### src/rtl/tapa_sched_pkg.sv
// Shared definitions for the TAPA global scheduler: state encoding and default widths.
package tapa_sched_pkg;

  typedef enum logic [1:0] {
    IDLE  = 2'b00,
    START = 2'b01,
    RUN   = 2'b11,
    DONE  = 2'b10
  } sched_state_e;

  localparam int MAX_NUM_TASKS  = 64;
  localparam int DEFAULT_WDOG_W = 32;

endpackage

### src/rtl/tapa_sched_wdog.sv
// Invocation watchdog: counts RUN cycles (saturating) and raises a sticky timeout at the limit.
module tapa_sched_wdog
  import tapa_sched_pkg::*;
#(
  parameter int WDOG_W = DEFAULT_WDOG_W
) (
  input  logic              i_clk,
  input  logic              i_rst_n,
  input  logic              i_clear,
  input  logic              i_run,
  input  logic [WDOG_W-1:0] i_limit,
  output logic              o_timeout
);

  logic [WDOG_W-1:0] r_cnt;
  logic [WDOG_W-1:0] w_cnt_next;
  logic              r_timeout;

  assign w_cnt_next = (&r_cnt) ? r_cnt : r_cnt + WDOG_W'(1);

  // The compare only fires on a RUN increment, so a limit changed after the run cannot trip it.
  always_ff @(posedge i_clk or negedge i_rst_n) begin
    if (!i_rst_n) begin
      r_cnt     <= '0;
      r_timeout <= 1'b0;
    end else if (i_clear) begin
      r_cnt     <= '0;
      r_timeout <= 1'b0;
    end else if (i_run) begin
      r_cnt <= w_cnt_next;
      if ((i_limit != '0) && (w_cnt_next == i_limit)) begin
        r_timeout <= 1'b1;
      end
    end
  end

  assign o_timeout = r_timeout;

endmodule

### src/rtl/tapa_global_fsm_sched.sv
// Global start/done scheduler for one TAPA kernel invocation.
// Optional watchdog enabled by defining TAPA_GLOBAL_FSM_WDOG_EN.
module tapa_global_fsm_sched
  import tapa_sched_pkg::*;
#(
  parameter int NUM_TASKS = 4,
  parameter int SCALAR_W  = 96,
  parameter int WDOG_W    = DEFAULT_WDOG_W
) (
  input  logic                 ap_clk,
  input  logic                 ap_rst_n,
  input  logic                 ap_start,
  output logic                 ap_ready,
  output logic                 ap_done,
  output logic                 ap_idle,
  input  logic [SCALAR_W-1:0]  s_scalar_in,
  output logic [SCALAR_W-1:0]  s_scalar_out,
  input  logic [NUM_TASKS-1:0] task_is_done,
  output logic                 global_fsm_ap_start,
  output logic                 global_fsm_ap_done,
  output logic [NUM_TASKS-1:0] done_mask,
  input  logic [WDOG_W-1:0]    wdog_limit,
  output logic                 wdog_timeout
);

  sched_state_e         r_state;
  sched_state_e         w_state_next;
  logic [SCALAR_W-1:0]  r_scalar;
  logic [NUM_TASKS-1:0] r_done_mask;
  logic [NUM_TASKS-1:0] w_mask_merged;
  logic                 w_accept;
  logic                 w_run;

  assign w_accept      = (r_state == IDLE) && ap_start;
  assign w_run         = (r_state == RUN);
  assign w_mask_merged = r_done_mask | task_is_done;

  always_ff @(posedge ap_clk or negedge ap_rst_n) begin
    if (!ap_rst_n) begin
      r_state <= IDLE;
    end else begin
      r_state <= w_state_next;
    end
  end

  // All host and task-facing handshakes decode from the state register only.
  always_comb begin
    w_state_next        = r_state;
    ap_idle             = 1'b0;
    ap_ready            = 1'b0;
    ap_done             = 1'b0;
    global_fsm_ap_start = 1'b0;
    global_fsm_ap_done  = 1'b0;
    case (r_state)
      IDLE: begin
        ap_idle = 1'b1;
        if (ap_start) w_state_next = START;
      end
      START: begin
        ap_ready            = 1'b1;
        global_fsm_ap_start = 1'b1;
        w_state_next        = RUN;
      end
      RUN: begin
        if (&w_mask_merged) w_state_next = DONE;
      end
      DONE: begin
        ap_done            = 1'b1;
        global_fsm_ap_done = 1'b1;
        w_state_next       = IDLE;
      end
      default: w_state_next = IDLE;
    endcase
  end

  always_ff @(posedge ap_clk or negedge ap_rst_n) begin
    if (!ap_rst_n) begin
      r_scalar    <= '0;
      r_done_mask <= '0;
    end else if (w_accept) begin
      r_scalar    <= s_scalar_in;
      r_done_mask <= '0;
    end else if (w_run) begin
      r_done_mask <= w_mask_merged;
    end
  end

  assign s_scalar_out = r_scalar;
  assign done_mask    = r_done_mask;

`ifdef TAPA_GLOBAL_FSM_WDOG_EN
  tapa_sched_wdog #(
    .WDOG_W (WDOG_W)
  ) u_wdog (
    .i_clk     (ap_clk),
    .i_rst_n   (ap_rst_n),
    .i_clear   (w_accept),
    .i_run     (w_run),
    .i_limit   (wdog_limit),
    .o_timeout (wdog_timeout)
  );
`else
  logic w_unused_wdog_limit;
  assign w_unused_wdog_limit = ^wdog_limit;
  assign wdog_timeout        = 1'b0;
`endif

endmodule

### config.mk
export PLATFORM = sky130hd
export DESIGN_NAME = tapa_global_fsm_sched
export DESIGN_NICKNAME = d
export VERILOG_FILES = /design/src/rtl/tapa_sched_pkg.sv /design/src/rtl/tapa_sched_wdog.sv /design/src/rtl/tapa_global_fsm_sched.sv
export SDC_FILE = /design/constraint.sdc
export NUM_CORES = 1
export LEC_CHECK = 0
export ABC_CLOCK_PERIOD_IN_PS = 1600
export CORE_AREA = 2 2 108 110
export DETAILED_ROUTE_END_ITERATION = 7
export DIE_AREA = 0 0 110 112
export GPL_ROUTABILITY_DRIVEN = 0
export GPL_TIMING_DRIVEN = 1
export PLACE_DENSITY = 0.84
export SLEW_MARGIN = 20
export SYNTH_ARGS = -nofsm -noshare
export SYNTH_HDL_FRONTEND = slang
export SYNTH_SLANG_ARGS = --single-unit
### constraint.sdc
create_clock -name ap_clk -period 1.6 [get_ports ap_clk]
set_input_delay 0.32 -clock ap_clk [delete_from_list [all_inputs] [get_ports ap_clk]]
set_output_delay 0.32 -clock ap_clk [all_outputs]
set_load 0.02 [all_outputs]
* Word-level counts from Yosys, hierarchy flattened *
Index checks and enable logic that the tools add are counted.

cells by class
  equality and inequality tests = 5
  muxes and demuxes = 8
  bitwise gates (word level) = 1
  reduce and logical (&&, ||, !) cells = 5

operators by type and width
  operator                                                count
  2-to-1 mux 4 bit                                        2
  one-hot mux 2 bit (4 select lines)                      1
  equality test 2 bit (second input constant)             2
  2-to-1 mux 2 bit                                        2
  OR 4 bit                                                1
  AND reduction 4 bit                                     1
  2-to-1 mux 1 bit                                        3
  equality test 2 x 1 -> 1 bit (second input constant)    1
  zero test 2 bit                                         1
  inequality test 2 x 1 -> 1 bit (second input constant)  1
  inequality test 2 bit (second input constant)           1
  AND reduction 2 bit                                     1
  nonzero test 2 bit                                      1
  logical AND 1 bit                                       1

storage, ports and cells
  flip-flop bits (word level) = 102
  output and inout bits = 106
  word-level logic and storage cells = 22

* Depth between registers and ports, before layout *
  depth after elaboration = 4
  gate-level depth with buffers = 5
  depth with buffers taken out = 3

* Least setup slack after synthesis *
Ideal clock, no wire load.

  path kind = reg2reg
  start = register r_state[1]
  end = register r_scalar[43], in the netlist s_scalar_out[43]
  data arrival time = 1.336 ns
  path slack = 0.139 ns
  cell stages (with the launch flop) = 6
  buffers on the path = 2
  period minus slack after synthesis = 1.461 ns
  cells stage by stage = dfrtp_1 nand2b_4 nor2_4 buf_6 buf_6 mux2_4

on the way
  word-level cells in the longest chain between the ends = 2

RTL lines
  element                 line                         RTL
  from (decl)             tapa_global_fsm_sched.sv:26  sched_state_e r_state;
  from (signal assigned)  tapa_global_fsm_sched.sv:42  r_state <= w_state_next;
  zero test 2 bit         tapa_global_fsm_sched.sv:34  assign w_accept = (r_state == IDLE) && ap_start;
  logical AND 1 bit       tapa_global_fsm_sched.sv:34
  to (signal assigned)    tapa_global_fsm_sched.sv:81  r_scalar <= s_scalar_in;
  to (decl)               tapa_global_fsm_sched.sv:28  logic [SCALAR_W-1:0] r_scalar;

No other way between the ends.
A chain may end at the register's enable or synchronous reset.

* Worst setup path in the final report *
  start = register r_state[1]
  end = register r_scalar[27], in the netlist s_scalar_out[27]

The elaborated chain is that of the path after synthesis.

==> results list <==
- Detailed-router iteration count before antenna repair: 4
- Global routing consumed, on the met2 layer, 28.4% of the routing resources.
* Final setup slack of the worst path: 0.0426 ns
- CP required: 1.82 ns
- Number of DRC markers in iteration 0: 79
- The first global-routing pass estimated 15600 um of wire.
- Crit path kind: flip-flop to flip-flop
* Y dimension of the die: 112 um
* Register Area: 2550 um^2
* Fraction of the yosys area taken by sequential cells: 63.5%
* Power density normalized to cell area: 1970 nW/um^2
- After floorplanning, the core was sized to cover 11200 um^2.
- Initial Utilization: 36.0%
- Setup slack on the worst reg-to-reg path comes out at 0.04 ns.
- For this run, design rule violations remaining after detail routing come to 0.
* Worst path arrival time: 1.78 ns
- Final worst path period share: 97.3%
- Worst setup SP type: flip-flop
- Placement row count: 39
- Setup repair after global routing could not meet its margin everywhere.
* Hold crit path type: primary input to async pin
* Largest net degree at the start of global routing: 48
* Count of final max-slew check failures: 0
- Synth Cell Area: 4020 um^2
* Maximum fanout along the worst path: 47
* Overflow after GRT: 0
- TritonCTS clock tree: yes
- The clock tree synthesis step divided the H-tree into 3 levels.
- For the worst flop-to-flop path, the logic depth is 4.
- Multi-input gate area: 1370 um^2
- The worst-case IR drop observed on VDD is 930 uV.
- In the global route stage, overall resource usage came out at 16.7%.
* Launching element of the worst setup path: r_state[1]
- Worst r2r dst: s_scalar_out[27]
- Prior to clock tree synthesis, the placed netlist has a worst setup slack of -0.269 ns.
- In this run the most used layer during global routing was met2.
- For this run, the number of Yosys warnings is 0.
- The tool flagged a number of max-cap violations equal to 0.
- Number of vias after detailed routing: 2757
- The via count of the first global-routing pass came to 3049.
- Detailed-route vias per instance: 4.57
- After detailed placement, the total cell area comes to 6350 um^2.
- Count of placed standard cells in the final layout, fillers left out: 603
- Instance count of the mapped netlist: 235
- The initial antenna violation count was 0.
- Crit Reg-Reg Startpoint: r_state[1]
* Fraction of layout instances using a drive strength above 1: 30.0%
- Counting the fill cells in the layout gives 935.
- Met1 Use GR: 18.5%
* Global-route track usage on met3: 4.63%
* Outcome: finished, final reports clean
- For this block, the routed nets add up to 9860 um of wire.
* Final setup violation count: 0
- In this run the horizontal extent of the chip is 110 um.
- Final net count: 590
- Sort of element at the end of the critical path: flip-flop
- Area Overhead vs Synth: 62.3%
- Adding up every negative setup slack in the final design gives 0 ns.
* Insertion delay of the later-clocked pin in the worst-skew pair: 0.34 ns
* Post CTS Setup Buffer Count: 0
* Leakage dissipation: 0.00301 uW
- Counting tap cells, the placed design contains a total of 586 instances.
- After detailed routing, the average wire length per cell comes to 16.4 um.
* CTS sink cnt: 102
- The number of hold-slack violations in the final timing report was 0.
- CTS placed an instance of sky130_fd_sc_hd__clkbuf_16 at the clock tree root.
* Placed wire-length estimate after detailed placement: 7480 um
- The clock passes through at most 2 buffers.
* Peak Freq: 642 MHz
- Number of buffers created by CTS: 9
* Synth Area per Inst: 17.1 um^2
* Non-Filler Cell Area, Final: 6530 um^2
- Yosys cell types: 16
- Number of nets with antenna violations after detailed routing: 0
- During placement, the flow inserted port buffers numbering 207.
* # IOs: 241
- Clk slew on worst S/H paths: 0.06 ns
* Post-layout min period: 1.56 ns
* Number of inserted diodes: 0
- Number of flip-flops and latches in the synthesized netlist: 102
- Final clock skew: 0.00500 ns
- Die ar.: 12300 um^2
- The number of nets in the synthesized netlist is 370.
==> kinds of logic after synthesis <==
kind of cell | share of synthesized area, %
flip-flops | 63.5
multiplexers | 30.6
buffers and inverters | 2.80
AO/OA/AOI/OAI | 1.43
AND/OR/NAND/NOR | 1.59
other | 0.0933
==> worst max-delay path by stage <==
stage | slack (ns) | end | depth (start not counted)
CTS | 0.003 | global_fsm_ap_done | 2
global route | -0.01 | s_scalar_out[30] | 4
detailed placement | -0.27 | s_scalar_out[33] | 5
finish | 0.04 | s_scalar_out[27] | 4
global placement | -0.24 | s_scalar_out[27] | 5
floorplan | 0.14 | s_scalar_out[43] | 5
==> registers in the layout (all words and copies together) (netlist names) <==
register	flops
s_scalar_out	96
done_mask	4
r_state	2
==> routing by layer <==
metal | part of all wire (%) | wire [um]
met5 | 0 | 0
met4 | 3.2 | 320
met3 | 7.2 | 714
met2 | 53 | 5190
met1 | 37 | 3640
==> Yosys cell counts <==
| cell | n | share of area (%) |
|---|---|---|
| sky130_fd_sc_hd__dfrtp_1 | 102 | 63 |
| sky130_fd_sc_hd__mux2_2 | 56 | 16 |
| sky130_fd_sc_hd__mux2_4 | 40 | 15 |
| sky130_fd_sc_hd__a21oi_1 | 8 | 1.0 |
| sky130_fd_sc_hd__buf_2 | 6 | 0.75 |
| sky130_fd_sc_hd__buf_6 | 5 | 1.4 |
| sky130_fd_sc_hd__nor2_1 | 5 | 0.47 |
| sky130_fd_sc_hd__buf_4 | 3 | 0.56 |
| sky130_fd_sc_hd__nor2b_1 | 2 | 0.31 |
| sky130_fd_sc_hd__o22ai_1 | 2 | 0.31 |
| sky130_fd_sc_hd__clkbuf_1 | 1 | 0.093 |
| sky130_fd_sc_hd__conb_1 | 1 | 0.093 |
| sky130_fd_sc_hd__nand2b_4 | 1 | 0.34 |
| sky130_fd_sc_hd__nand3b_1 | 1 | 0.19 |
| sky130_fd_sc_hd__nor2_4 | 1 | 0.28 |
| sky130_fd_sc_hd__o21ai_0 | 1 | 0.12 |
==> cell usage in the layout, fill, tap and decap left out <==
cell type,instances
sky130_fd_sc_hd__buf_12,6
sky130_fd_sc_hd__nand3b_1,1
sky130_fd_sc_hd__conb_1,1
sky130_fd_sc_hd__dlygate4sd3_1,1
sky130_fd_sc_hd__o22ai_1,2
sky130_fd_sc_hd__mux2_4,40
sky130_fd_sc_hd__clkinv_2,4
sky130_fd_sc_hd__nor2_1,5
sky130_fd_sc_hd__o21ai_0,1
sky130_fd_sc_hd__nor2_4,1
sky130_fd_sc_hd__clkdlybuf4s50_1,101
sky130_fd_sc_hd__buf_2,2
sky130_fd_sc_hd__mux2_2,56
sky130_fd_sc_hd__nand2b_4,1
sky130_fd_sc_hd__a21oi_1,8
sky130_fd_sc_hd__clkbuf_16,9
sky130_fd_sc_hd__nor2b_2,1
sky130_fd_sc_hd__dfrtp_1,101
sky130_fd_sc_hd__dlygate4sd2_1,101
sky130_fd_sc_hd__dfrtp_2,1
sky130_fd_sc_hd__clkbuf_8,3
sky130_fd_sc_hd__clkdlybuf4s15_2,2
sky130_fd_sc_hd__buf_4,11
sky130_fd_sc_hd__nor2b_4,1
==> critical path, stage by stage, from the launching register on <==
cell and delay (ns):
sky130_fd_sc_hd__dfrtp_2 0.45, sky130_fd_sc_hd__nand2b_4 0.17, sky130_fd_sc_hd__nor2_4 0.14, sky130_fd_sc_hd__buf_12 0.29
sky130_fd_sc_hd__mux2_2 0.37
==> final cells by class <==
| cell class | instances | share of cell area (%) |
|---|---|---|
| Clock buffer | 12 | 4.08 |
| Clock inverter | 4 | 0.307 |
| Multi-Input combinational cell | 118 | 20.9 |
| Sequential cell | 102 | 39.1 |
| Tap cell | 143 | 2.74 |
| Timing Repair Buffer | 224 | 32.8 |
==> through the flow <==
stage                     power [uW]  hold slack (ns)  util, %
after floorplan                 8300           0.0244        -
after global placement         11700            0.186     56.8
after detailed placement       11900            0.185     56.8
after CTS                      13000            0.362     58.4
after global routing           13600            0.398     58.4
final                          12900            0.380     58.4
==> where the power goes <==
| part | switching, uW | internal (uW) |
|---|---|---|
| Sequential | 688 | 3890 |
| Clock | 908 | 1170 |
| Combinational | 3100 | 3120 |
==> timing repair <==
action / 4_1_cts / 5_1_grt
setup endpoints to repair: 105 / 6
resized for setup: 114 / 5
hold buffers: 1 / 0
endpoints found under the hold margin: 10 / 0
(Power assumes the default switching activity.)
==> patch: new RTL, same settings <==
The 4 states of `sched_state_e` get a one-hot encoding in 4 bits.
--- a/src/rtl/tapa_sched_pkg.sv
+++ b/src/rtl/tapa_sched_pkg.sv
@@ -1,11 +1,11 @@
 // Shared definitions for the TAPA global scheduler: state encoding and default widths.
 package tapa_sched_pkg;
 
-  typedef enum logic [1:0] {
-    IDLE  = 2'b00,
-    START = 2'b01,
-    RUN   = 2'b11,
-    DONE  = 2'b10
+  typedef enum logic [3:0] {
+    IDLE  = 4'b0001,
+    START = 4'b0010,
+    RUN   = 4'b0100,
+    DONE  = 4'b1000
   } sched_state_e;
 
   localparam int MAX_NUM_TASKS  = 64;
Behaviour: no difference found for any inputs over 10 cycles, from zero or initial values and one cycle with ap_rst_n low; not proved beyond that.
==> patch against the unedited design <==
Total power grew 14%; the run now ends with setup timing left; critical path type unchanged; final area grew 7.1%; via count grew 4.8%; first-iteration DRC count grew 16%; routed wire length grew 12%; largest cell class unchanged; setup slack lost 0.21 ns; sequential cell count grew 2; synthesized area shrank 0.16%.
==> patch: results <==
[status]
status = complete, but fails checks
failed_checks = setup timing

[cts]
postCtsSetupBuffers = 7

[yosys]
yosys-top-cells-count = 103 x dfrtp_1, 85 x mux2_1, 11 x mux2_2
syn-num-nets = 371
ys_seq_area_frac = 0.6485
syn_inst = 236
synthTopCellsByArea = dfrtp_1 64%, mux2_1 24%, mux2_2 3.1%

[grt]
grt_use_met2 = 0.3133
use_met3 = 0.04859
grt_pass1_wl_um = 16600
grt_use_total = 0.1772

[routing]
wl_met3_um = 915
wl_met1_um = 4166
wl_met2_um = 5819
via_per_inst = 4.698

[sta]
fin_worst_skew_ns = 0.006038
setup_violations = 101
setup_slack_ns = -0.1691

[final_layout]
drive_gt1_frac = 0.2564
instances_no_fill = 615
nNetsFinal = 603

[power_and_ir_drop]
power_density_mw_per_mm2 = 2098
comb_cell_power_mw = 7.74
intPower_mw = 9.395

[place]
dp_hpwl_um = 7168
dp_slack_ns = -0.2442

[critical_path]
path_max_fanout = 6
critPathArrivalTime_ns = 1.99

[worst_hold_path]
hp-class = flop to flop
==> patch: changes by cell type after synthesis, sizes merged, moves of 2 or more <==
cell | unedited run | this run
a21oi | 8 | 4
nor4b | 0 | 4
nor2b | 2 | 0
nor2 | 6 | 4
==> patch: logic make-up (layout without fill, tap and decap cells) <==
kind of cell / Yosys count / after routing / synth area share
compound gates: 8 / 8 / 0.01122
buf+inv: 15 / 251 / 0.04612
flops: 104 / 104 / 0.6485
mux: 96 / 96 / 0.2692
other cells: 1 / 1 / 0.0009340
simple gates: 12 / 12 / 0.02399
==> patch: path summary, 6_finish.rpt <==
check,start,to,slack (ns),cells after the start
max,r_state[2],s_scalar_out[28],-0.17,5
min,s_scalar_out[3],s_scalar_out[3],0.48,1
max reg2reg,r_state[2],s_scalar_out[28],-0.17,5
min reg2reg,s_scalar_out[3],s_scalar_out[3],0.48,1
max in group asynchronous,ap_rst_n,r_state[0],0.79,3
min in group asynchronous,ap_rst_n,s_scalar_out[30],0.54,3
==> patch: final cells by class <==
type | instances | share of cell area
inverters | 1 | 0.0005371
well taps | 143 | 0.02560
clock buffers | 12 | 0.03813
clock inverters | 3 | 0.005729
flip-flops and latches | 104 | 0.3731
multi-input cells | 117 | 0.2098
repair buffers | 235 | 0.3471
==> patch: stage by stage <==
step	setup TNS, ns	hold WS [ns]	area [um2]
after global routing	-20.02	0.4902	6989
after floorplan	-27.50	0.02441	4023
after CTS	-13.35	0.4847	6860
after detailed placement	-20.59	0.3416	6222
final	-13.36	0.4782	6989
after global placement	-15.69	0.3395	6222
==> patch: worst max-delay path: stages (launching register included) <==
cell and delay, ns:
dfrtp_2 0.47, nor4b_4 0.30, and2_4 0.25, buf_12 0.17, clkbuf_16 0.17, mux2_4 0.30
